<file path="src/rtl/harry_motion_ctrl_if.sv">
// Control/pose bundle between the key decoder, the motion sequencer
// and the sprite renderer.
interface harry_motion_ctrl_if;
    logic       i_game_over;
    logic       i_cheat;
    logic [1:0] i_key;
    logic       i_game_tick;
    logic [8:0] o_pos_row;
    logic [2:0] o_sprite_sel;
    logic       o_jumping;
    logic       o_ducking;
    logic       o_land_pulse;

    modport master (
        output i_game_over, i_cheat, i_key, i_game_tick,
        input  o_pos_row, o_sprite_sel, o_jumping, o_ducking, o_land_pulse
    );

    modport slave (
        input  i_game_over, i_cheat, i_key, i_game_tick,
        output o_pos_row, o_sprite_sel, o_jumping, o_ducking, o_land_pulse
    );
endinterface

</file>
<file path="src/rtl/harry_motion_ctrl.sv">
// Harry player sequencer: pose FSM, vertical physics on a slow tick,
// and run/duck animation phase, all outputs registered.
module harry_motion_ctrl #(
    parameter int GROUND    = 300,
    parameter int FLOAT_ROW = 100,
    parameter int INIT_V    = 15,
    parameter int GRAV      = 1,
    parameter int TICK_W    = 19,
    parameter int ANIM_N    = 64
) (
    input  logic               clk,
    input  logic               rst_n,
    harry_motion_ctrl_if.slave bus
);
    typedef enum logic [2:0] {
        S_RUN, S_JUMP, S_DUCK, S_DEAD, S_FLOAT
    } state_t;

    localparam int         AW       = (ANIM_N > 1) ? $clog2(ANIM_N) : 1;
    localparam logic [8:0] ROW_GND  = 9'(GROUND);
    localparam logic [8:0] ROW_FLT  = 9'(FLOAT_ROW);
    localparam logic [5:0] V_LAUNCH = 6'(64 - INIT_V);

    state_t            r_state;
    logic [8:0]        r_row;
    logic [5:0]        r_v;
    logic [TICK_W-1:0] r_tick_cnt;
    logic [AW-1:0]     r_anim_cnt;
    logic              r_phase;
    logic [2:0]        r_sel;
    logic              r_jump;
    logic              r_duck;
    logic              r_land;

    state_t            w_state_n;
    logic [8:0]        w_row_n;
    logic [5:0]        w_v_n;
    logic              w_land_n;
    logic [2:0]        w_sel_n;
    logic              w_tick;
    logic              w_anim_wrap;
    logic              w_phase_n;
    logic signed [9:0] w_sum;
    logic [6:0]        w_vsum;
    logic [5:0]        w_vinc;
    logic [8:0]        w_row_clamp;
    logic              w_hit_gnd;

    assign w_tick      = &r_tick_cnt;
    assign w_anim_wrap = bus.i_game_tick
                       && (r_anim_cnt == AW'(ANIM_N - 1));
    assign w_phase_n   = r_phase ^ w_anim_wrap;

    // Row math in 10-bit signed so both ground and ceiling overshoot are visible
    assign w_sum       = $signed({1'b0, r_row})
                       + $signed({{4{r_v[5]}}, r_v});
    assign w_hit_gnd   = w_sum >= $signed(10'(GROUND));
    assign w_row_clamp = w_sum[9] ? 9'd0 : w_sum[8:0];
    assign w_vsum      = {r_v[5], r_v} + 7'(GRAV);
    assign w_vinc      = (!w_vsum[6] && w_vsum[5]) ? 6'd31 : w_vsum[5:0];

    always_comb begin
        w_state_n = r_state;
        w_row_n   = r_row;
        w_v_n     = r_v;
        w_land_n  = 1'b0;
        if (bus.i_game_over) begin
            w_state_n = S_DEAD;
        end else if (bus.i_cheat && r_state != S_DEAD) begin
            w_state_n = S_FLOAT;
            w_row_n   = ROW_FLT;
            w_v_n     = '0;
        end else if (w_tick) begin
            unique case (r_state)
                S_RUN, S_DUCK: begin
                    if (bus.i_key == 2'b01) begin
                        w_state_n = S_JUMP;
                        w_v_n     = V_LAUNCH;
                    end else if (bus.i_key == 2'b10) begin
                        w_state_n = S_DUCK;
                    end else begin
                        w_state_n = S_RUN;
                    end
                end
                S_JUMP: begin
                    if (w_hit_gnd) begin
                        w_state_n = S_RUN;
                        w_row_n   = ROW_GND;
                        w_v_n     = '0;
                        w_land_n  = 1'b1;
                    end else begin
                        w_row_n = w_row_clamp;
                        w_v_n   = w_vinc;
                    end
                end
                S_FLOAT: begin
                    w_state_n = S_JUMP;
                    w_v_n     = '0;
                end
                S_DEAD: begin
                    w_state_n = S_RUN;
                    w_row_n   = ROW_GND;
                    w_v_n     = '0;
                end
                default: w_state_n = S_RUN;
            endcase
        end
    end

    always_comb begin
        w_sel_n = {2'b00, w_phase_n};
        unique case (1'b1)
            (w_state_n == S_DEAD):  w_sel_n = 3'd5;
            (w_state_n == S_JUMP),
            (w_state_n == S_FLOAT): w_sel_n = 3'd2;
            (w_state_n == S_DUCK):  w_sel_n = 3'd3 + {2'b00, w_phase_n};
            default:                w_sel_n = {2'b00, w_phase_n};
        endcase
    end

    always_ff @(posedge clk or negedge rst_n) begin
        if (!rst_n) begin
            r_state    <= S_RUN;
            r_row      <= ROW_GND;
            r_v        <= '0;
            r_tick_cnt <= '0;
            r_anim_cnt <= '0;
            r_phase    <= 1'b0;
            r_sel      <= '0;
            r_jump     <= 1'b0;
            r_duck     <= 1'b0;
            r_land     <= 1'b0;
        end else begin
            r_state    <= w_state_n;
            r_row      <= w_row_n;
            r_v        <= w_v_n;
            r_tick_cnt <= r_tick_cnt + TICK_W'(1);
            if (bus.i_game_tick)
                r_anim_cnt <= w_anim_wrap ? '0 : r_anim_cnt + AW'(1);
            r_phase    <= w_phase_n;
            r_sel      <= w_sel_n;
            r_jump     <= (w_state_n == S_JUMP) || (w_state_n == S_FLOAT);
            r_duck     <= (w_state_n == S_DUCK);
            r_land     <= w_land_n;
        end
    end

    assign bus.o_pos_row    = r_row;
    assign bus.o_sprite_sel = r_sel;
    assign bus.o_jumping    = r_jump;
    assign bus.o_ducking    = r_duck;
    assign bus.o_land_pulse = r_land;
endmodule

</file>
<file path="src/flat_wrapper.sv">
// flat-port wrapper written by rule: the top's interface ports become plain ports
module harry_motion_ctrl_flat 
#(
    parameter int GROUND    = 300,
    parameter int FLOAT_ROW = 100,
    parameter int INIT_V    = 15,
    parameter int GRAV      = 1,
    parameter int TICK_W    = 19,
    parameter int ANIM_N    = 64
)
  (clk, rst_n, bus_i_game_over, bus_i_cheat, bus_i_key, bus_i_game_tick, bus_o_pos_row, bus_o_sprite_sel, bus_o_jumping, bus_o_ducking, bus_o_land_pulse);
  harry_motion_ctrl_if bus_i ();
  input  logic clk;
  input  logic rst_n;
  input wire logic [$bits(bus_i.i_game_over)-1:0] bus_i_game_over;
  input wire logic [$bits(bus_i.i_cheat)-1:0] bus_i_cheat;
  input wire logic [$bits(bus_i.i_key)-1:0] bus_i_key;
  input wire logic [$bits(bus_i.i_game_tick)-1:0] bus_i_game_tick;
  output wire logic [$bits(bus_i.o_pos_row)-1:0] bus_o_pos_row;
  output wire logic [$bits(bus_i.o_sprite_sel)-1:0] bus_o_sprite_sel;
  output wire logic [$bits(bus_i.o_jumping)-1:0] bus_o_jumping;
  output wire logic [$bits(bus_i.o_ducking)-1:0] bus_o_ducking;
  output wire logic [$bits(bus_i.o_land_pulse)-1:0] bus_o_land_pulse;
  assign bus_i.i_game_over = bus_i_game_over;
  assign bus_i.i_cheat = bus_i_cheat;
  assign bus_i.i_key = bus_i_key;
  assign bus_i.i_game_tick = bus_i_game_tick;
  assign bus_o_pos_row = bus_i.o_pos_row;
  assign bus_o_sprite_sel = bus_i.o_sprite_sel;
  assign bus_o_jumping = bus_i.o_jumping;
  assign bus_o_ducking = bus_i.o_ducking;
  assign bus_o_land_pulse = bus_i.o_land_pulse;
  harry_motion_ctrl #(.GROUND(GROUND), .FLOAT_ROW(FLOAT_ROW), .INIT_V(INIT_V), .GRAV(GRAV), .TICK_W(TICK_W), .ANIM_N(ANIM_N)) u_core (.clk(clk), .rst_n(rst_n), .bus(bus_i));
endmodule
</file>
<file path="config.mk">
export PLATFORM = sky130hd
export DESIGN_NAME = harry_motion_ctrl_flat
export DESIGN_NICKNAME = d
export VERILOG_FILES = /design/src/rtl/harry_motion_ctrl_if.sv /design/src/rtl/harry_motion_ctrl.sv /design/src/flat_wrapper.sv
export SDC_FILE = /design/constraint.sdc
export NUM_CORES = 1
export LEC_CHECK = 0
export CORE_AREA = 2 2 75 77
export DETAILED_ROUTE_END_ITERATION = 6
export DIE_AREA = 0 0 77 79
export GPL_TIMING_DRIVEN = 0
export PLACE_DENSITY = 0.74
export SETUP_SLACK_MARGIN = 0.3
export SLEW_MARGIN = 15
export SYNTH_ARGS = -nofsm -noshare
export SYNTH_HDL_FRONTEND = slang
export SYNTH_SLANG_ARGS = --single-unit
</file>
<file path="constraint.sdc">
create_clock -name clk -period 3.6 [get_ports clk]
set_clock_uncertainty 0.05 [all_clocks]
set_input_delay 0.72 -clock clk [delete_from_list [all_inputs] [get_ports clk]]
set_output_delay 0.72 -clock clk [all_outputs]
set_load 0.02 [all_outputs]
</file>
==> results by group, run 1 <==
STA
  – Period utilization: 0.842
  – Endpoints failing setup: 0
  – Tmin final: 3.03 ns
  – Fmax: 330 MHz
  – Slack of the critical path: around 0.57 ns
  – Max Transition Viols Final: 0
  – RSZ-0062 raised after global routing: no
  – Actual slew at the worst max-slew pin: 0.519 ns
  – Post-route setup TNS: 0 ns
  – Final Hold Vio Count: 0
  – Slew headroom: 0.654

Critical path
  – R2r worst-path depth: 11
  – Reg-to-reg startpoint: u_core.r_v[0]$_DFFE_PN0P_
  – FF-to-FF End: u_core.bus.o_pos_row[1]$_DFFE_PN0P_
  – Crit Path Class: flop to flop
  – Critical Path, Cell by Cell: ha_1, inv_1, fa_1, nand2b_1, a21oi_1, or4_1, nand3_1, a211o_1, nor3b_1, or4_1, o31ai_1
  – CP arrival: 3.19 ns
  – CP startpoint: u_core.r_v[0]$_DFFE_PN0P_
  – CP max FO: 6
  – Critical Path Start Type: flop
  – CP Capture Type: flop
  – Max incr delay on CP: 0.49 ns
  – CP dominant cell by count: or4_1
  – Top cell family by delay on the critical path: simple AND/OR/NAND/NOR gates
  – Slowest cell on crit path: or4_1
  – CP Capture Point: u_core.bus.o_pos_row[1]$_DFFE_PN0P_
  – WP buf/inv: 1
  – Flop2flop setup slack: 0.57 ns
  – CP required: approximately 3.8 ns
  – WP depth: 11

Die
  – Core Region: roughly 5300 µm²
  – Chip Width: just under 80 µm
  – I/O pin total: 22
  – Rows: 27
  – Starting Density: 0.550
  – Die area: ~6100 µm²
  – Vert. Die Dim: 79 µm

Yosys
  – Post-synth EDFFs: 0
  – Cells after synthesis: roughly 300
  – Syn nets: 321
  – Complex-gate fraction of the synthesized area: 0.169
  – Post-synthesis mux area share: 0.0145
  – XOR/XNOR share of the synthesized area: 0.0865
  – Post-synthesis area per instance: just under 10 µm²
  – Simple-Gate Fraction of Synth Area: 0.219
  – Post-Synth Adder-Cell Area: 0.0579
  – Largest family of logic cells by synthesized area: simple AND/OR/NAND/NOR gates
  – Post-synthesis sequential area ratio: 0.428
  – FFs w/ async S/R, synth: 1.00
  – Synthesized area: about 2900 µm²
  – Post-synth top flop: dfrtp_1
  – Ys Warns: 0
  – Yosys reg bits: 50
  – Synth cell types: 59

CTS
  – Post-CTS sizing: 0
  – Clock buffer depth: 2
  – Sink Count: 50
  – H-tree depth: 2
  – Root Buffer: clkbuf_8
  – Post-cts hold buffer count: 0
  – Clock-pin slew on the worst setup and hold paths: around 0.090 ns
  – Postcts setup bufs: 0
  – CTS tree: done
  – Num CTS Buffers: 5
  – Worst-Skew Late Latency: approximately 0.31 ns

Run
  – Max cap viols: 0

Routing
  – Drt initial violations: 94
  – DR DRC count: 0
  – Pre-Repair DR Iteration Count: 5
  – Post-DR wirelength/cell: 14.5 µm
  – Vias per cell: between 5 and 6
  – Routed Antenna Nets: 0
  – WL final: a little under 6 mm
  – Via count: between 2000 and 2500

Global route
  – Initial antenna violation count: 0
  – M3 GR Usage: 0.0352
  – Met1 Use GR: 0.268
  – Pin count of the biggest net entering global routing: 29
  – First-pass GRT wire length: between 10 and 15 mm
  – Global Route met2 Usage: 0.347
  – Top Usage Layer GRT: met2
  – GRT Util Overall: 0.205
  – Global route overflow: 0
  – Vias in the first global route: approximately 2100

Worst hold path
  – HP Class: input pin to async pin

Place
  – Final GP Congestion: 0.904
  – Dpl cell area: 3250 µm²
  – Input/output buffers: 21
  – Post-place setup slack: about 0.59 ns
  – DP Wirelength: between 4 and 5 mm

Cells and area
  – Layout cells sized above 1: 0.0937
  – Most frequent cells in the layout: dfrtp_1 (46), nor2_1 (31), nand2_1 (26), clkdlybuf4s50_1 (20), xnor2_1 (19)
  – Post-Route Utilization: 0.629
  – NumNets Final: 350
  – Design area: between 3000 and 4000 µm²
  – Fillers: 484
  – Layout Area Growth over Synthesis: 14.3%
  – Ant. Diodes: 0
  – Commonest non-fill, non-tap cell in the layout: dfrtp_1

Power and ir drop
  – Cell Pwr Density: roughly 520 nW/µm²
  – VDD IR max: about 250 µV
  – Leakage: 1.46 nW

Outcome
  – Status: complete, no violations
## stage by stage
step / hold slack, ns / std cells / power [mW]
6_report: 0.328 / 403 / 1.75
3_5_place_dp: 0.406 / 395 / 1.40
4_1_cts: 0.335 / 403 / 1.76
3_3_place_gp: 0.401 / 394 / 1.39
2_1_floorplan: 0.374 / 301 / 1.20
5_1_grt: 0.379 / 403 / 1.86
## cell families (layout without fill, tap and decap cells)
kind of cell | after synthesis | after routing
and+or+nand+nor | 119 | 119
adders and majority gates | 13 | 13
muxes | 4 | 4
buffers and inverters | 16 | 46
AOI/OAI and AO/OA | 70 | 70
xor gates and xnor gates | 29 | 29
DFF | 50 | 50
## Yosys cell counts (2+ instances only)
cell type | instances | share of area
nand3_1 | 13 | 0.022
nor3_2 | 2 | 0.0068
a21oi_2 | 2 | 0.0060
nand2b_1 | 5 | 0.011
a21oi_1 | 16 | 0.027
a32o_1 | 4 | 0.014
buf_6 | 2 | 0.0077
nor3_1 | 2 | 0.0034
mux2_2 | 2 | 0.0077
nor2_1 | 31 | 0.040
o21ai_1 | 4 | 0.0068
dfstp_2 | 4 | 0.036
mux2i_1 | 2 | 0.0068
a31oi_1 | 4 | 0.0085
nand4_1 | 9 | 0.019
o21ai_0 | 8 | 0.014
nor2b_1 | 3 | 0.0064
o31ai_1 | 5 | 0.013
nor3b_1 | 2 | 0.0051
xnor2_1 | 19 | 0.057
nand2_1 | 26 | 0.033
and3_1 | 8 | 0.017
a211o_1 | 3 | 0.0089
o21a_1 | 2 | 0.0051
a21o_1 | 4 | 0.010
o311ai_0 | 2 | 0.0060
o31a_1 | 2 | 0.0060
o21bai_1 | 2 | 0.0051
dfrtp_1 | 46 | 0.39
or3_1 | 3 | 0.0064
inv_1 | 8 | 0.010
or4_1 | 2 | 0.0051
ha_1 | 12 | 0.051
xor2_1 | 10 | 0.030
clkbuf_1 | 6 | 0.0077
o211ai_1 | 2 | 0.0051
and2_1 | 2 | 0.0043
## worst register-to-register path: stages, from the launching register on
cell	delay, ns
dfrtp_1	0.45
ha_1	0.20
inv_1	0.05
fa_1	0.38
nand2b_1	0.18
a21oi_1	0.23
or4_1	0.15
nand3_1	0.12
a211o_1	0.25
nor3b_1	0.17
or4_1	0.49
o31ai_1	0.23
## how the worst min path moves through the flow
stage          slack [ns]                              to  depth (start not counted)
4_1_cts              0.34  u_core.r_tick_cnt[1]$_DFF_PN0_                          1
5_1_grt              0.38  u_core.r_tick_cnt[7]$_DFF_PN0_                          1
2_1_floorplan        0.37  u_core.bus.o_ducking$_DFF_PN0_                          0
6_report             0.33  u_core.r_tick_cnt[1]$_DFF_PN0_                          1
3_3_place_gp         0.40  u_core.r_tick_cnt[8]$_DFF_PN0_                          1
3_5_place_dp         0.41  u_core.r_tick_cnt[8]$_DFF_PN0_                          1
## state kept, by name, indices dropped and copies added (netlist names)
register and cells:
u_core.r_state 3, u_core.bus.o_sprite_sel 3, u_core.bus.o_land_pulse 1, u_core.bus.o_pos_row 9, u_core.r_v 6, u_core.bus.o_ducking 1, u_core.bus.o_jumping 1, u_core.r_tick_cnt 19
u_core.r_anim_cnt 6, u_core.r_phase 1
## per-layer routing
metal	routed length [µm]	part of all wire
met5	0	0
met3	197	0.034
met2	2890	0.49
met4	108	0.018
met1	2650	0.45
## where the power goes
part	total (mW)	leakage [nW]	internal, mW	switching (mW)
clock network	0.361	0.0544	0.176	0.185
logic	0.640	0.764	0.286	0.355
registers	0.746	0.638	0.664	0.0828
total	1.75	1.46	1.13	0.622
## cell type report
| class | count | area (µm²) | share of cell area |
|---|---|---|---|
| Tap cell | 72 | 90.1 | 0.0268 |
| Clock inverter | 1 | 8.76 | 0.00261 |
| Clock buffer | 7 | 96.3 | 0.0287 |
| Timing Repair Buffer | 22 | 225 | 0.0671 |
| Buffer | 8 | 45.0 | 0.0134 |
| Multi-Input combinational cell | 235 | 1610 | 0.478 |
| Sequential cell | 50 | 1260 | 0.374 |
| Inverter | 8 | 30.0 | 0.00894 |
(Power assumes the default switching activity.)
==> run 2: changes to the inputs <==
CORE_AREA = 2 2 78 80   (was 2 2 75 77)
DIE_AREA = 0 0 80 82   (was 0 0 77 79)
PLACE_DENSITY = 0.71   (was 0.74)
clock period = 2.6 ns   (was 3.6 ns; I/O delays follow)
==> results by group, run 2 (synthesized netlist as in run 1, its figures left out) <==
CTS
  – Num CTS Buffers: 5 (unchanged)
  – Clock buffer depth: 2 (unchanged)
  – CTS tree: done
  – Root Buffer: clkbuf_8
  – Worst-Skew Late Latency: 0.31 ns (about the same)
  – Post-cts hold buffer count: 0 (unchanged)
  – H-tree depth: 2 (unchanged)
  – Clock-pin slew on the worst setup and hold paths: 0.09 ns (about the same)
  – Sink Count: 50 (unchanged)

STA
  – Actual slew at the worst max-slew pin: 0.541 ns (+0.0224 ns)
  – Endpoints failing setup: 12 (+12)
  – Slack of the critical path: -0.103 ns (-0.673 ns)
  – Max Transition Viols Final: 0 (unchanged)
  – Slew headroom: 0.639 (-0.0149)
  – Fmax: 370 MHz (+12%)
  – Period utilization: 1.04 (+0.198)
  – Fin Hold WS: 0.126 ns (-0.202 ns)
  – Post-route setup TNS: -0.522 ns (-0.522 ns)
  – RSZ-0062 raised after global routing: yes
  – Final Hold Vio Count: 0 (unchanged)
  – Tmin final: 2.70 ns (-0.327 ns)

Critical path
  – CP arrival: 2.88 ns (-0.31 ns)
  – R2r worst-path depth: 11 (unchanged)
  – CP required: 2.77 ns (-0.99 ns)
  – CP max FO: 4 (-2)
  – CP Capture Type: flop
  – Crit Path Class: flop to flop
  – CP dominant cell by count: or4_4
  – Critical Path, Cell by Cell: ha_4, inv_2, fa_2, nand2b_4, a21oi_4, or4_4, nand3_4, a211o_1, nor3b_4, or4_4, o31ai_2
  – Reg-to-reg startpoint: u_core.r_v[0]$_DFFE_PN0P_
  – Slowest cell on crit path: or4_4
  – Flop2flop setup slack: -0.10 ns (-0.67 ns)
  – Critical Path Start Type: flop
  – Max incr delay on CP: 0.46 ns (-0.03 ns)
  – CP Capture Point: u_core.bus.o_pos_row[4]$_DFFE_PN0P_
  – CP startpoint: u_core.r_v[0]$_DFFE_PN0P_
  – FF-to-FF End: u_core.bus.o_pos_row[4]$_DFFE_PN0P_

Routing
  – DR DRC count: 0 (unchanged)
  – Routed Antenna Nets: 0 (unchanged)
  – WL final: 6.54 mm (+12%)
  – Post-DR wirelength/cell: 15.4 µm (+6.2%)
  – Vias per cell: 5.66 (-1.9%)
  – Drt initial violations: 73 (-22%)
  – Via count: 2407 (+3.4%)
  – Pre-Repair DR Iteration Count: 4 (-1)

Die
  – Rows: 28 (+3.7%)
  – Starting Density: 0.511 (-0.0391)
  – Vert. Die Dim: 82 µm (+3.8%)
  – Chip Width: 80 µm (+3.9%)
  – Core Region: 5750 µm² (+7.6%)
  – I/O pin total: 22 (unchanged)
  – Die area: 6560 µm² (+7.8%)

Cells and area
  – NumNets Final: 369 (+5.4%)
  – Design area: 3750 µm² (+12%)
  – Reg with most FFs: u_core.r_tick_cnt
  – Layout Cells excl Fill: 425 (+5.5%)
  – Post-Route Utilization: 0.654 (+0.0244)
  – Number of flip-flops in the largest register: 19 (unchanged)
  – Ant. Diodes: 0 (unchanged)
  – Most frequent cells in the layout: dfrtp_1 (39), nor2_1 (29), nand2_1 (26), clkdlybuf4s50_1 (20), xnor2_1 (16)
  – Layout Area Growth over Synthesis: 27.8%
  – Layout cells sized above 1: 0.257 (+0.163)
  – Commonest non-fill, non-tap cell in the layout: dfrtp_1

Power and ir drop
  – Clock power share: 0.166 (-0.041)
  – Leakage: 1.60 nW (+10%)
  – VDD IR max: 385 µV (+57%)
  – Tot Pwr: 2.74 mW (+57%)
  – Comb power frac: 0.452 (+0.086)
  – Psw: 1.02 mW (+64%)
  – Cell Pwr Density: 730 nW/µm² (+40%)
  – Sw frac: 0.372 (+0.0156)
  – Int Pwr: 1.72 mW (+53%)
  – Sequential power share: 0.381 (-0.046)

Global route
  – Top Usage Layer GRT: met2
  – First-pass GRT wire length: 10.9 mm (+9.2%)
  – Pin count of the biggest net entering global routing: 30 (+3.4%)
  – M3 GR Usage: 0.0319 (-0.00336)
  – Initial antenna violation count: 0 (unchanged)
  – Vias in the first global route: 2392 (+11%)
  – GRT Util Overall: 0.212 (+0.00689)
  – Global Route met2 Usage: 0.380 (+0.0326)
  – Global route overflow: 0 (unchanged)
  – Met1 Use GR: 0.264 (-0.00463)

Outcome
  – Status: finished with violations
  – Failing checks: setup timing

Place
  – Dpl cell area: 3360 µm² (+3.4%)
  – Input/output buffers: 21 (unchanged)
  – DP Wirelength: 4.48 mm (+0.32%)
  – Dpl cells: 398 (+0.76%)
  – Final GP Congestion: 0.903 (about the same)
  – Post-place setup slack: -0.324 ns (-0.913 ns)

Run
  – Max cap viols: 0 (unchanged)

Worst hold path
  – HP Class: input pin to async pin
[run 2: cell types whose count changed in the layout (fill, tap and decap cells not counted), moves of 3 or more]
cell,delta
buf_6,+5
ha_4,+5
xnor2_2,+3
dfrtp_1,-7
xnor2_1,-3
a21oi_1,-4
dfrtp_2,+7
ha_1,-6
buf_4,+14
[run 2: layout make-up]
cell class                      count  area, µm²
Buffer                              8       46.3
Timing Repair Buffer               41        387
Clock inverter                      3       21.3
Multi-Input combinational cell    235       1840
Fill cell                         471       1990
Tap cell                           75       93.8
Sequential cell                    50       1260
Inverter                            8       30.0
Clock buffer                        5       68.8
[run 2: worst min-delay path by stage]
stage / startpoint / to / slack (ns)
detailed placement: u_core.r_tick_cnt[14]$_DFF_PN0_ / u_core.r_tick_cnt[14]$_DFF_PN0_ / 0.41
finish: rst_n / u_core.bus.o_ducking$_DFF_PN0_ / 0.13
floorplan: rst_n / u_core.bus.o_ducking$_DFF_PN0_ / 0.17
global route: rst_n / u_core.bus.o_ducking$_DFF_PN0_ / 0.15
CTS: rst_n / u_core.bus.o_ducking$_DFF_PN0_ / 0.13
global placement: u_core.r_tick_cnt[4]$_DFF_PN0_ / u_core.r_tick_cnt[4]$_DFF_PN0_ / 0.40
[run 2: routing by layer]
layer  part of all wire  wire length [µm]
met5                  0                 0
met4              0.016               105
met3              0.026               169
met2               0.50              3270
met1               0.46              3000
[run 2: critical path: cells and delay by family, from the launching register on]
family	cells	cell delay (ns)
and+or+nand+nor	5	1.02
AOI/OAI and AO/OA	3	0.62
adders and majority gates	2	0.47
DFF	1	0.41
buffers and inverters	1	0.03
[run 2: power by group through the flow]
stage                     logic [mW]  registers, mW  clock network [mW]
after CTS                       1.21           1.04               0.472
after floorplan                0.614           1.11                   0
after global routing            1.35           1.06               0.506
after global placement         0.931           1.06                   0
after detailed placement       0.952           1.07                   0
final                           1.24           1.04               0.456
[run 2: timing repair]
item | in CTS | in global routing
gates resized for setup | 25 | 12
setup endpoints to repair | 22 | 22
setup buffers | 16 | 2
gates cloned | 1 | 0
pin swaps | 14 | 7
